--- src/rtl/mem_port_arbiter_pkg.sv ---
// Shared types and constants for the two-port memory arbiter.
package mem_port_arbiter_pkg;

    // Default bus widths.
    localparam int DEF_ADDR_W = 16;
    localparam int DEF_DATA_W = 16;

    // Access sequencer states.
    typedef enum logic [1:0] {
        IDLE   = 2'd0,
        ACCESS = 2'd1,
        DONE   = 2'd2
    } state_e;

    // Requester identifiers.
    typedef logic req_id_t;
    localparam req_id_t REQ_IF = 1'b0;   // instruction fetch port (read-only)
    localparam req_id_t REQ_DM = 1'b1;   // data port (load/store)

endpackage

--- src/rtl/mem_port_arbiter_if.sv ---
// Bundle of requester, status and RAM-side signals for mem_port_arbiter.
// slave = the arbiter, master = the requesters plus the RAM.
interface mem_port_arbiter_if
    import mem_port_arbiter_pkg::*;
#(
    parameter int ADDR_W = DEF_ADDR_W,
    parameter int DATA_W = DEF_DATA_W
) ();

    // Fetch port
    logic              I_IF_REQ;
    logic [ADDR_W-1:0] I_IF_ADDR;
    logic              O_IF_ACK;
    logic [DATA_W-1:0] O_IF_DATA;

    // Data port
    logic              I_DM_REQ;
    logic              I_DM_WE;
    logic [ADDR_W-1:0] I_DM_ADDR;
    logic [DATA_W-1:0] I_DM_WDATA;
    logic              O_DM_ACK;
    logic [DATA_W-1:0] O_DM_RDATA;

    // RAM side
    logic              O_MEM_WE;
    logic [ADDR_W-1:0] O_MEM_ADDR;
    logic [DATA_W-1:0] O_MEM_DATA;
    logic [DATA_W-1:0] I_MEM_DATA;

    // Status
    logic              O_BUSY;

    modport slave (
        input  I_IF_REQ, I_IF_ADDR,
        input  I_DM_REQ, I_DM_WE, I_DM_ADDR, I_DM_WDATA,
        input  I_MEM_DATA,
        output O_IF_ACK, O_IF_DATA,
        output O_DM_ACK, O_DM_RDATA,
        output O_MEM_WE, O_MEM_ADDR, O_MEM_DATA,
        output O_BUSY
    );

    modport master (
        output I_IF_REQ, I_IF_ADDR,
        output I_DM_REQ, I_DM_WE, I_DM_ADDR, I_DM_WDATA,
        output I_MEM_DATA,
        input  O_IF_ACK, O_IF_DATA,
        input  O_DM_ACK, O_DM_RDATA,
        input  O_MEM_WE, O_MEM_ADDR, O_MEM_DATA,
        input  O_BUSY
    );

endinterface

--- src/rtl/mem_port_arbiter_rr_arb2.sv ---
// Two-way combinational pick between fetch and data ports with a
// registered last-grant pointer. RR_EN=1 alternates on ties, RR_EN=0
// always gives a tie to the data port.
module rr_arb2
    import mem_port_arbiter_pkg::*;
#(
    parameter bit RR_EN = 1'b1
) (
    input  logic    I_CLK,
    input  logic    I_RST_N,
    input  logic    req_if_i,
    input  logic    req_dm_i,
    input  logic    grant_en_i,   // sequencer accepts the current pick
    output logic    valid_o,
    output req_id_t pick_o
);

    req_id_t last_q;

    // Choose a port; on a tie pick the one not served most recently (RR) or the data port.
    always_comb begin
        valid_o = req_if_i | req_dm_i;
        pick_o  = REQ_IF;
        if (req_if_i && req_dm_i) begin
            if (RR_EN) begin
                pick_o = (last_q == REQ_IF) ? REQ_DM : REQ_IF;
            end else begin
                pick_o = REQ_DM;
            end
        end else if (req_dm_i) begin
            pick_o = REQ_DM;
        end
    end

    // Remember the last granted port; reset says "fetch last" so data wins the first tie.
    always_ff @(posedge I_CLK or negedge I_RST_N) begin
        if (!I_RST_N) begin
            last_q <= REQ_IF;
        end else if (grant_en_i && valid_o) begin
            last_q <= pick_o;
        end
    end

endmodule

--- src/rtl/mem_port_arbiter.sv ---
// Arbitrates a read-only fetch port and a load/store data port onto one
// single-port RAM that samples on the falling clock edge. Each access is
// IDLE -> ACCESS -> DONE, giving a fixed three-cycle turnaround.
module mem_port_arbiter
    import mem_port_arbiter_pkg::*;
#(
    parameter int ADDR_W = DEF_ADDR_W,
    parameter int DATA_W = DEF_DATA_W,
    parameter bit RR_EN  = 1'b1
) (
    input  logic                I_CLK,
    input  logic                I_RST_N,
    mem_port_arbiter_if.slave   bus
);

    state_e            state_q,    state_d;
    req_id_t           grant_q,    grant_d;
    logic              mem_we_q,   mem_we_d;
    logic [ADDR_W-1:0] mem_addr_q, mem_addr_d;
    logic [DATA_W-1:0] mem_data_q, mem_data_d;
    logic              if_ack_q,   if_ack_d;
    logic              dm_ack_q,   dm_ack_d;
    logic [DATA_W-1:0] if_data_q,  if_data_d;
    logic [DATA_W-1:0] dm_rdata_q, dm_rdata_d;

    logic    arb_valid;
    logic    arb_en;
    req_id_t arb_pick;

    rr_arb2 #(
        .RR_EN (RR_EN)
    ) u_arb (
        .I_CLK      (I_CLK),
        .I_RST_N    (I_RST_N),
        .req_if_i   (bus.I_IF_REQ),
        .req_dm_i   (bus.I_DM_REQ),
        .grant_en_i (arb_en),
        .valid_o    (arb_valid),
        .pick_o     (arb_pick)
    );

    // Next-state and datapath decisions for the three-state access sequencer.
    always_comb begin
        state_d    = state_q;
        grant_d    = grant_q;
        mem_we_d   = mem_we_q;
        mem_addr_d = mem_addr_q;
        mem_data_d = mem_data_q;
        if_ack_d   = 1'b0;
        dm_ack_d   = 1'b0;
        if_data_d  = if_data_q;
        dm_rdata_d = dm_rdata_q;
        arb_en     = 1'b0;

        case (state_q)
            IDLE: begin
                if (arb_valid) begin
                    arb_en  = 1'b1;
                    grant_d = arb_pick;
                    state_d = ACCESS;
                    if (arb_pick == REQ_DM) begin
                        mem_addr_d = bus.I_DM_ADDR;
                        mem_data_d = bus.I_DM_WDATA;
                        mem_we_d   = bus.I_DM_WE;
                    end else begin
                        // Fetch is read-only; write data bus left as is.
                        mem_addr_d = bus.I_IF_ADDR;
                        mem_we_d   = 1'b0;
                    end
                end
            end
            ACCESS: begin
                // RAM sampled the held bus on the falling edge; its read data is valid now.
                mem_we_d = 1'b0;
                state_d  = DONE;
                if (grant_q == REQ_IF) begin
                    if_data_d = bus.I_MEM_DATA;
                    if_ack_d  = 1'b1;
                end else begin
                    dm_ack_d = 1'b1;
                    if (!mem_we_q) begin
                        dm_rdata_d = bus.I_MEM_DATA;
                    end
                end
            end
            DONE: begin
                // Ack is visible this cycle; requests seen here are handled from IDLE.
                state_d = IDLE;
            end
            default: begin
                state_d  = IDLE;
                mem_we_d = 1'b0;
            end
        endcase
    end

    // State and output registers; reset aborts any access in flight.
    always_ff @(posedge I_CLK or negedge I_RST_N) begin
        if (!I_RST_N) begin
            state_q    <= IDLE;
            grant_q    <= REQ_IF;
            mem_we_q   <= 1'b0;
            mem_addr_q <= '0;
            mem_data_q <= '0;
            if_ack_q   <= 1'b0;
            dm_ack_q   <= 1'b0;
            if_data_q  <= '0;
            dm_rdata_q <= '0;
        end else begin
            state_q    <= state_d;
            grant_q    <= grant_d;
            mem_we_q   <= mem_we_d;
            mem_addr_q <= mem_addr_d;
            mem_data_q <= mem_data_d;
            if_ack_q   <= if_ack_d;
            dm_ack_q   <= dm_ack_d;
            if_data_q  <= if_data_d;
            dm_rdata_q <= dm_rdata_d;
        end
    end

    assign bus.O_IF_ACK   = if_ack_q;
    assign bus.O_IF_DATA  = if_data_q;
    assign bus.O_DM_ACK   = dm_ack_q;
    assign bus.O_DM_RDATA = dm_rdata_q;
    assign bus.O_MEM_WE   = mem_we_q;
    assign bus.O_MEM_ADDR = mem_addr_q;
    assign bus.O_MEM_DATA = mem_data_q;
    assign bus.O_BUSY     = (state_q != IDLE);

endmodule

--- src/flat_wrapper.sv ---
// flat-port wrapper written by rule: the top's interface ports become plain ports
module mem_port_arbiter_flat import mem_port_arbiter_pkg::*;
#(
    parameter int ADDR_W = DEF_ADDR_W,
    parameter int DATA_W = DEF_DATA_W,
    parameter bit RR_EN  = 1'b1
)
  (I_CLK, I_RST_N, bus_I_IF_REQ, bus_I_IF_ADDR, bus_I_DM_REQ, bus_I_DM_WE, bus_I_DM_ADDR, bus_I_DM_WDATA, bus_I_MEM_DATA, bus_O_IF_ACK, bus_O_IF_DATA, bus_O_DM_ACK, bus_O_DM_RDATA, bus_O_MEM_WE, bus_O_MEM_ADDR, bus_O_MEM_DATA, bus_O_BUSY);
  mem_port_arbiter_if #(.ADDR_W(ADDR_W), .DATA_W(DATA_W)) bus_i ();
  input  logic I_CLK;
  input  logic I_RST_N;
  input wire logic [$bits(bus_i.I_IF_REQ)-1:0] bus_I_IF_REQ;
  input wire logic [$bits(bus_i.I_IF_ADDR)-1:0] bus_I_IF_ADDR;
  input wire logic [$bits(bus_i.I_DM_REQ)-1:0] bus_I_DM_REQ;
  input wire logic [$bits(bus_i.I_DM_WE)-1:0] bus_I_DM_WE;
  input wire logic [$bits(bus_i.I_DM_ADDR)-1:0] bus_I_DM_ADDR;
  input wire logic [$bits(bus_i.I_DM_WDATA)-1:0] bus_I_DM_WDATA;
  input wire logic [$bits(bus_i.I_MEM_DATA)-1:0] bus_I_MEM_DATA;
  output wire logic [$bits(bus_i.O_IF_ACK)-1:0] bus_O_IF_ACK;
  output wire logic [$bits(bus_i.O_IF_DATA)-1:0] bus_O_IF_DATA;
  output wire logic [$bits(bus_i.O_DM_ACK)-1:0] bus_O_DM_ACK;
  output wire logic [$bits(bus_i.O_DM_RDATA)-1:0] bus_O_DM_RDATA;
  output wire logic [$bits(bus_i.O_MEM_WE)-1:0] bus_O_MEM_WE;
  output wire logic [$bits(bus_i.O_MEM_ADDR)-1:0] bus_O_MEM_ADDR;
  output wire logic [$bits(bus_i.O_MEM_DATA)-1:0] bus_O_MEM_DATA;
  output wire logic [$bits(bus_i.O_BUSY)-1:0] bus_O_BUSY;
  assign bus_i.I_IF_REQ = bus_I_IF_REQ;
  assign bus_i.I_IF_ADDR = bus_I_IF_ADDR;
  assign bus_i.I_DM_REQ = bus_I_DM_REQ;
  assign bus_i.I_DM_WE = bus_I_DM_WE;
  assign bus_i.I_DM_ADDR = bus_I_DM_ADDR;
  assign bus_i.I_DM_WDATA = bus_I_DM_WDATA;
  assign bus_i.I_MEM_DATA = bus_I_MEM_DATA;
  assign bus_O_IF_ACK = bus_i.O_IF_ACK;
  assign bus_O_IF_DATA = bus_i.O_IF_DATA;
  assign bus_O_DM_ACK = bus_i.O_DM_ACK;
  assign bus_O_DM_RDATA = bus_i.O_DM_RDATA;
  assign bus_O_MEM_WE = bus_i.O_MEM_WE;
  assign bus_O_MEM_ADDR = bus_i.O_MEM_ADDR;
  assign bus_O_MEM_DATA = bus_i.O_MEM_DATA;
  assign bus_O_BUSY = bus_i.O_BUSY;
  mem_port_arbiter #(.ADDR_W(ADDR_W), .DATA_W(DATA_W), .RR_EN(RR_EN)) u_core (.I_CLK(I_CLK), .I_RST_N(I_RST_N), .bus(bus_i));
endmodule
--- config.mk ---
export PLATFORM = sky130hd
export DESIGN_NAME = mem_port_arbiter_flat
export DESIGN_NICKNAME = d
export VERILOG_FILES = /design/src/rtl/mem_port_arbiter_pkg.sv /design/src/rtl/mem_port_arbiter_if.sv /design/src/rtl/mem_port_arbiter_rr_arb2.sv /design/src/rtl/mem_port_arbiter.sv /design/src/flat_wrapper.sv
export SDC_FILE = /design/constraint.sdc
export NUM_CORES = 1
export LEC_CHECK = 0
export ABC_AREA = 1
export BUFFER_PORTS_ARGS = -buffer_cell sky130_fd_sc_hd__buf_2
export CAP_MARGIN = 15
export CORE_ASPECT_RATIO = 1.4
export CORE_MARGIN = 1.5
export CORE_UTILIZATION = 47
export CTS_CLUSTER_SIZE = 24
export DETAILED_ROUTE_END_ITERATION = 6
export PLACE_DENSITY = 0.79
export SETUP_SLACK_MARGIN = 0.02
export SYNTH_ARGS = -nofsm -noshare
export SYNTH_HDL_FRONTEND = slang
export SYNTH_SLANG_ARGS = --single-unit
export TNS_END_PERCENT = 5
--- constraint.sdc ---
create_clock -name I_CLK -period 1.57 [get_ports I_CLK]
set_input_delay 0.2355 -clock I_CLK [delete_from_list [all_inputs] [get_ports I_CLK]]
set_output_delay 0.2355 -clock I_CLK [all_outputs]
set_load 0.02 [all_outputs]
**After elaboration in Yosys (flattened, before gate mapping)**

Cells that the tools add are included.

- Logic and storage cells: 41
- Output and inout bits: 68
- Input port bits: 69
- Register bits after elaboration: 71

- Bitwise logic cells: 4
- Eq/ne operators: 3
- Muxes and demuxes: 15
- Reduce and logical (&&, ||, !) cells: 9

Operators with widths:

| operator | count |
|---|---|
| 16-bit two-way mux | 1 |
| 1-bit two-way mux | 11 |
| 2-bit AND reduction | 3 |
| 3-bit AND reduction | 2 |
| 2-bit case mux with 2 select lines | 1 |
| 1-bit inverter | 3 |
| 2-bit by 1-bit == test with 1-bit output (second input constant) | 1 |
| 2-bit == test (second input constant) | 1 |
| 1-bit logical AND | 2 |
| 2-bit logical NOT | 1 |
| 2-bit two-way mux | 1 |
| 2-bit != test (second input constant) | 1 |
| 1-bit case mux with 2 select lines | 1 |
| 2-bit nonzero test | 1 |
| 1-bit OR | 1 |

**Longest topological paths before layout**

- Depth after elaboration: 5
- Mapped depth: 7
- Mapped depth without buffers: 6

**Modules after synthesis**

Synthesis repeated with hierarchy kept, for this count alone.

- Cell total of the unflattened synthesis: 357
- Area total of the unflattened synthesis: 3037.9 um2

Modules (own cells, without submodules):

| module | sequential area each (um2) | cells an instance | times used | area an instance (um2) |
|---|---|---|---|---|
| mem_port_arbiter | 1751.7 | 349 | 1 | 2979.1 |
| rr_arb2 | 25.0 | 8 | 1 | 58.8 |

**Worst setup path before layout**

OpenSTA, ideal clock, no wires.

- Path type: register to register
- Start point: register u_core.state_q[1]
- End point: register u_core.mem_addr_q[10] (netlist: u_core.bus.O_MEM_ADDR[10])
- Stages on the path, launching flop included: 8
- Data arrival time: 1.118 ns
- Required time: 1.453 ns
- Period minus slack after synthesis: 1.236 ns
- Slack: 0.334 ns
- Setup time: 0.117 ns
- Path buffers: 1
- Cell sequence: dfrtp_1 > inv_2 > nand2_4 > nor2_8 > inv_8 > buf_8 > nand2_1 > nand2_1

- Cells in the longest elaborated chain, start to end: 2

Ends and longest elaborated chain:

| what | RTL line | source |
|---|---|---|
| start, declared | mem_port_arbiter.sv:16 | `state_e state_q, state_d;` |
| start signal, assigned | mem_port_arbiter.sv:110 | `state_q <= state_d;` |
| 2-bit logical NOT | mem_port_arbiter.sv:55 | `case (state_q)` |
| 2-bit AND reduction (no line) | n/a |  |
| end signal, assigned | mem_port_arbiter.sv:113 | `mem_addr_q <= mem_addr_d;` |
| end, declared | mem_port_arbiter.sv:19 | `logic [ADDR_W-1:0] mem_addr_q, mem_addr_d;` |

Every way passes these cells.
A chain may end at the register's enable or synchronous reset.

**Final worst setup path**

- Start point: register u_core.state_q[0]
- End point: output port bus_O_BUSY

- Cells in the longest elaborated chain, start to end: 1

Ends and longest elaborated chain:

| what | RTL line | source |
|---|---|---|
| 2-bit nonzero test | mem_port_arbiter.sv:129 | `assign bus.O_BUSY = (state_q != IDLE);` |
| end, declared | flat_wrapper.sv:26 | `output wire logic [$bits(bus_i.O_BUSY)-1:0] bus_O_BUSY;` |

Every way passes these cells.

==> results.py <==
metrics = {
    "yosys": {
        "synth_seq_cells": 70,
        "synthDistinctLibCells": 24,
        "synth_most_common_cell": "nand2_1",
        "synthCells": 365,
        "synthTopCellsByCount": "152 x nand2_1, 70 x dfrtp_1, 49 x nand3_1",
        "ys_seq_area_frac": 0.552,
        "netlist_top_cells_area": "dfrtp_1 55%, nand2_1 18%, nand3_1 7.7%",
        "syn-cell-area_um2": 3170,
        "syn_area_per_cell_um2": 8.69,
        "yosysWarningCount": 0,
        "synth_top_area_frac": 0.552,
        "synth_edf_count": 0,
        "async_flop_share": 1.00,
        "synth_ff_type": "dfrtp_1",
        "synth_top_area_cell": "dfrtp_1",
        "syn_nets": 434,
    },
    "floorplan": {
        "die_y_um": 100,
        "io_pins": 137,
        "fp.dieArea_um2": 7260,
        "die_w_um": 72.4,
        "core_region_area_um2": 6570,
        "start_util": 0.483,
        "row_count": 35,
    },
    "setup_path": {
        "end_kind": "primary output",
        "cp-start-kind": "flop",
        "crit_type": "flop to primary output",
        "worst_ep_arrival_time_ns": 1.16,
        "cpMaxStageDelayCell": "dfrtp_1",
        "r2r-end": "u_core.bus.O_MEM_ADDR[4]",
        "cp.required_ns": 1.33,
        "slowest_delay_ns": 0.42,
        "worstReg2RegStart": "u_core.state_q[0]",
        "ff2ff_path_depth": 6,
        "path_cells": "inv_2 -> nand2_4 -> buf_2",
        "reg2reg_slack_ns": 0.26,
        "critical_path.max_fanout": 3,
    },
    "flow_run": {
        "maxCapViolCount": 0,
    },
    "final_layout": {
        "fin_nets": 574,
        "drive_gt1_frac": 0.359,
        "num_antenna_cells": 0,
        "syn_to_final_growth_pct": 29.8,
        "final_cell_area_um2": 4120,
    },
    "power_and_ir_drop": {
        "p_leak_nw": 2.46,
        "peakVddDrop_mv": 1.26,
        "power_density_nw_per_um2": 2190,
    },
    "global_routing": {
        "met2_usage": 0.393,
        "grt_overflow_total": 0,
        "grt.total_usage": 0.224,
        "grt_pass1_wl_um": 12900,
        "grt_max_degree": 71,
        "grt.met3_usage": 0.0452,
        "antenna_found_initial": 0,
        "top_usage_layer": "met2",
        "grt_pass1_vias": 2871,
        "use_met1": 0.275,
    },
    "clock_tree": {
        "htree_num_levels": 3,
        "clk_latency_ns": 0.33,
        "cts_sinks": 70,
        "root_buffer": "clkbuf_8",
        "clock_path_buffers": 2,
        "clkSlewWorstSetupHoldPaths_ns": 0.08,
        "cts_tree": "done",
        "cts_buffers": 9,
    },
    "routing": {
        "avgRoutedWirePerCell_um": 13.2,
        "ant_nets": 0,
        "vias": 2924,
        "dr.pass1.iters": 5,
        "vias_per_cell": 5.01,
        "drcViolationCount": 0,
        "wirelength_um": 7700,
        "drt_iter0_drc": 158,
    },
    "run_status": {
        "status": "finished, final reports clean",
    },
    "sta": {
        "holdWs_ns": 0.123,
        "setup_viol_count_final": 0,
        "fmax_mhz": 717,
        "final_max_slew_viol_count": 0,
        "finalHoldViolCount": 0,
        "rsz0062_at_grt": "no",
        "relSlewSlack": 0.756,
        "fin_crit_sh": 0.889,
        "tns_ns": 0,
        "worst_pin_slew_ns": 0.366,
        "fin_crit_ns": 1.40,
        "clock_skew_ns": 0.00823,
    },
    "place": {
        "dp_hpwl_um": 5630,
        "routabilityCongestion": 0.803,
        "post_dp_cell_area_um2": 3890,
        "port_buffers": 136,
    },
    "min_path": {
        "min_to": "u_core.bus.O_MEM_DATA[13]",
        "min_path_cells": 3,
        "min_from": "bus_I_DM_WDATA[13]",
        "hp-class": "primary input to flop",
    },
}
-- registers in the layout, indices dropped and copies added, names as in the netlist --
name,flops
u_core.bus.O_DM_RDATA,16
u_core.bus.O_IF_DATA,16
u_core.bus.O_MEM_ADDR,16
u_core.bus.O_MEM_DATA,16
u_core.state_q,2
u_core.bus.O_DM_ACK,1
u_core.bus.O_IF_ACK,1
u_core.bus.O_MEM_WE,1
u_core.grant_q,1
-- worst max-delay path by stage --
stage,from,to,slack [ns]
global placement,u_core.grant_q,u_core.bus.O_MEM_DATA[15],0.27
finish,u_core.state_q[0],bus_O_BUSY,0.17
global route,u_core.state_q[1],bus_O_BUSY,0.13
floorplan,u_core.state_q[1],u_core.bus.O_MEM_ADDR[10],0.33
detailed placement,u_core.state_q[1],u_core.bus.O_MEM_ADDR[12],0.24
CTS,u_core.state_q[1],bus_O_BUSY,0.06
-- worst max-delay path: cells and delay by family (launching register included) --
kind | cells | cell delay [ns]
and+or+nand+nor | 1 | 0.09
buffers and inverters | 2 | 0.32
DFF | 1 | 0.42
-- cell usage in the layout, fill, tap and decap left out, types with 2 or more instances in the layout --
cell	instances
buf_2	136
buf_4	7
bufinv_16	2
clkbuf_1	2
clkbuf_8	10
clkinv_2	2
dfrtp_1	69
inv_1	33
inv_2	3
inv_8	2
nand2_1	152
nand2_2	10
nand2_4	2
nand3_1	49
nand3_4	2
nand4_1	16
nor2_8	2
o21ai_0	2
-- repair_timing --
action | CTS | global route
hold buffers | 1 | 0
endpoints found under the hold margin | 70 | 0
gates resized for setup | 0 | 1
buffers inserted | 0 | 0
setup endpoints to repair | 0 | 1
-- layout make-up --
cell class              count  area, um^2
fillers                   571        2450
inverters                  39         161
multi-input cells         240        1130
flip-flops and latches     70        1750
repair buffers            145         763
well taps                  74        92.6
clock buffers              12         145
clock inverters             4        70.1
-- cell families after synthesis --
| group | after synthesis | share of synthesized area |
|---|---|---|
| AND/OR/NAND/NOR | 238 | 0.354 |
| flip-flops | 70 | 0.552 |
| buffers and inverters | 55 | 0.0907 |
| AO/OA/AOI/OAI | 2 | 0.00316 |
-- through the flow --
stage / std cells / power, mW / utilization / worst slack, ns
finish: 584 / 9.03 / 0.627 / 0.174
global route: 584 / 9.69 / 0.627 / 0.127
CTS: 584 / 9.11 / 0.627 / 0.0636
detailed placement: 567 / 7.51 / 0.592 / 0.241
global placement: 567 / 7.40 / 0.592 / 0.270
floorplan: 365 / 6.15 / - / 0.334
-- report_power, final --
part | internal, mW | leakage [nW] | switching [mW]
registers | 2.69 | 0.862 | 0.517
logic | 1.36 | 1.49 | 2.90
clock network | 0.935 | 0.110 | 0.636
-- metal layers --
metal | part of all wire | routed length (um) | vias to the layer above
met4 | 0.010 | 79 | 0
met2 | 0.53 | 4070 | 110
met1 | 0.41 | 3140 | 1389
met5 | 0 | 0 | -
met3 | 0.053 | 409 | 7
li1 | - | - | 1418
No activity file was read; power rests on OpenSTA's default activity.
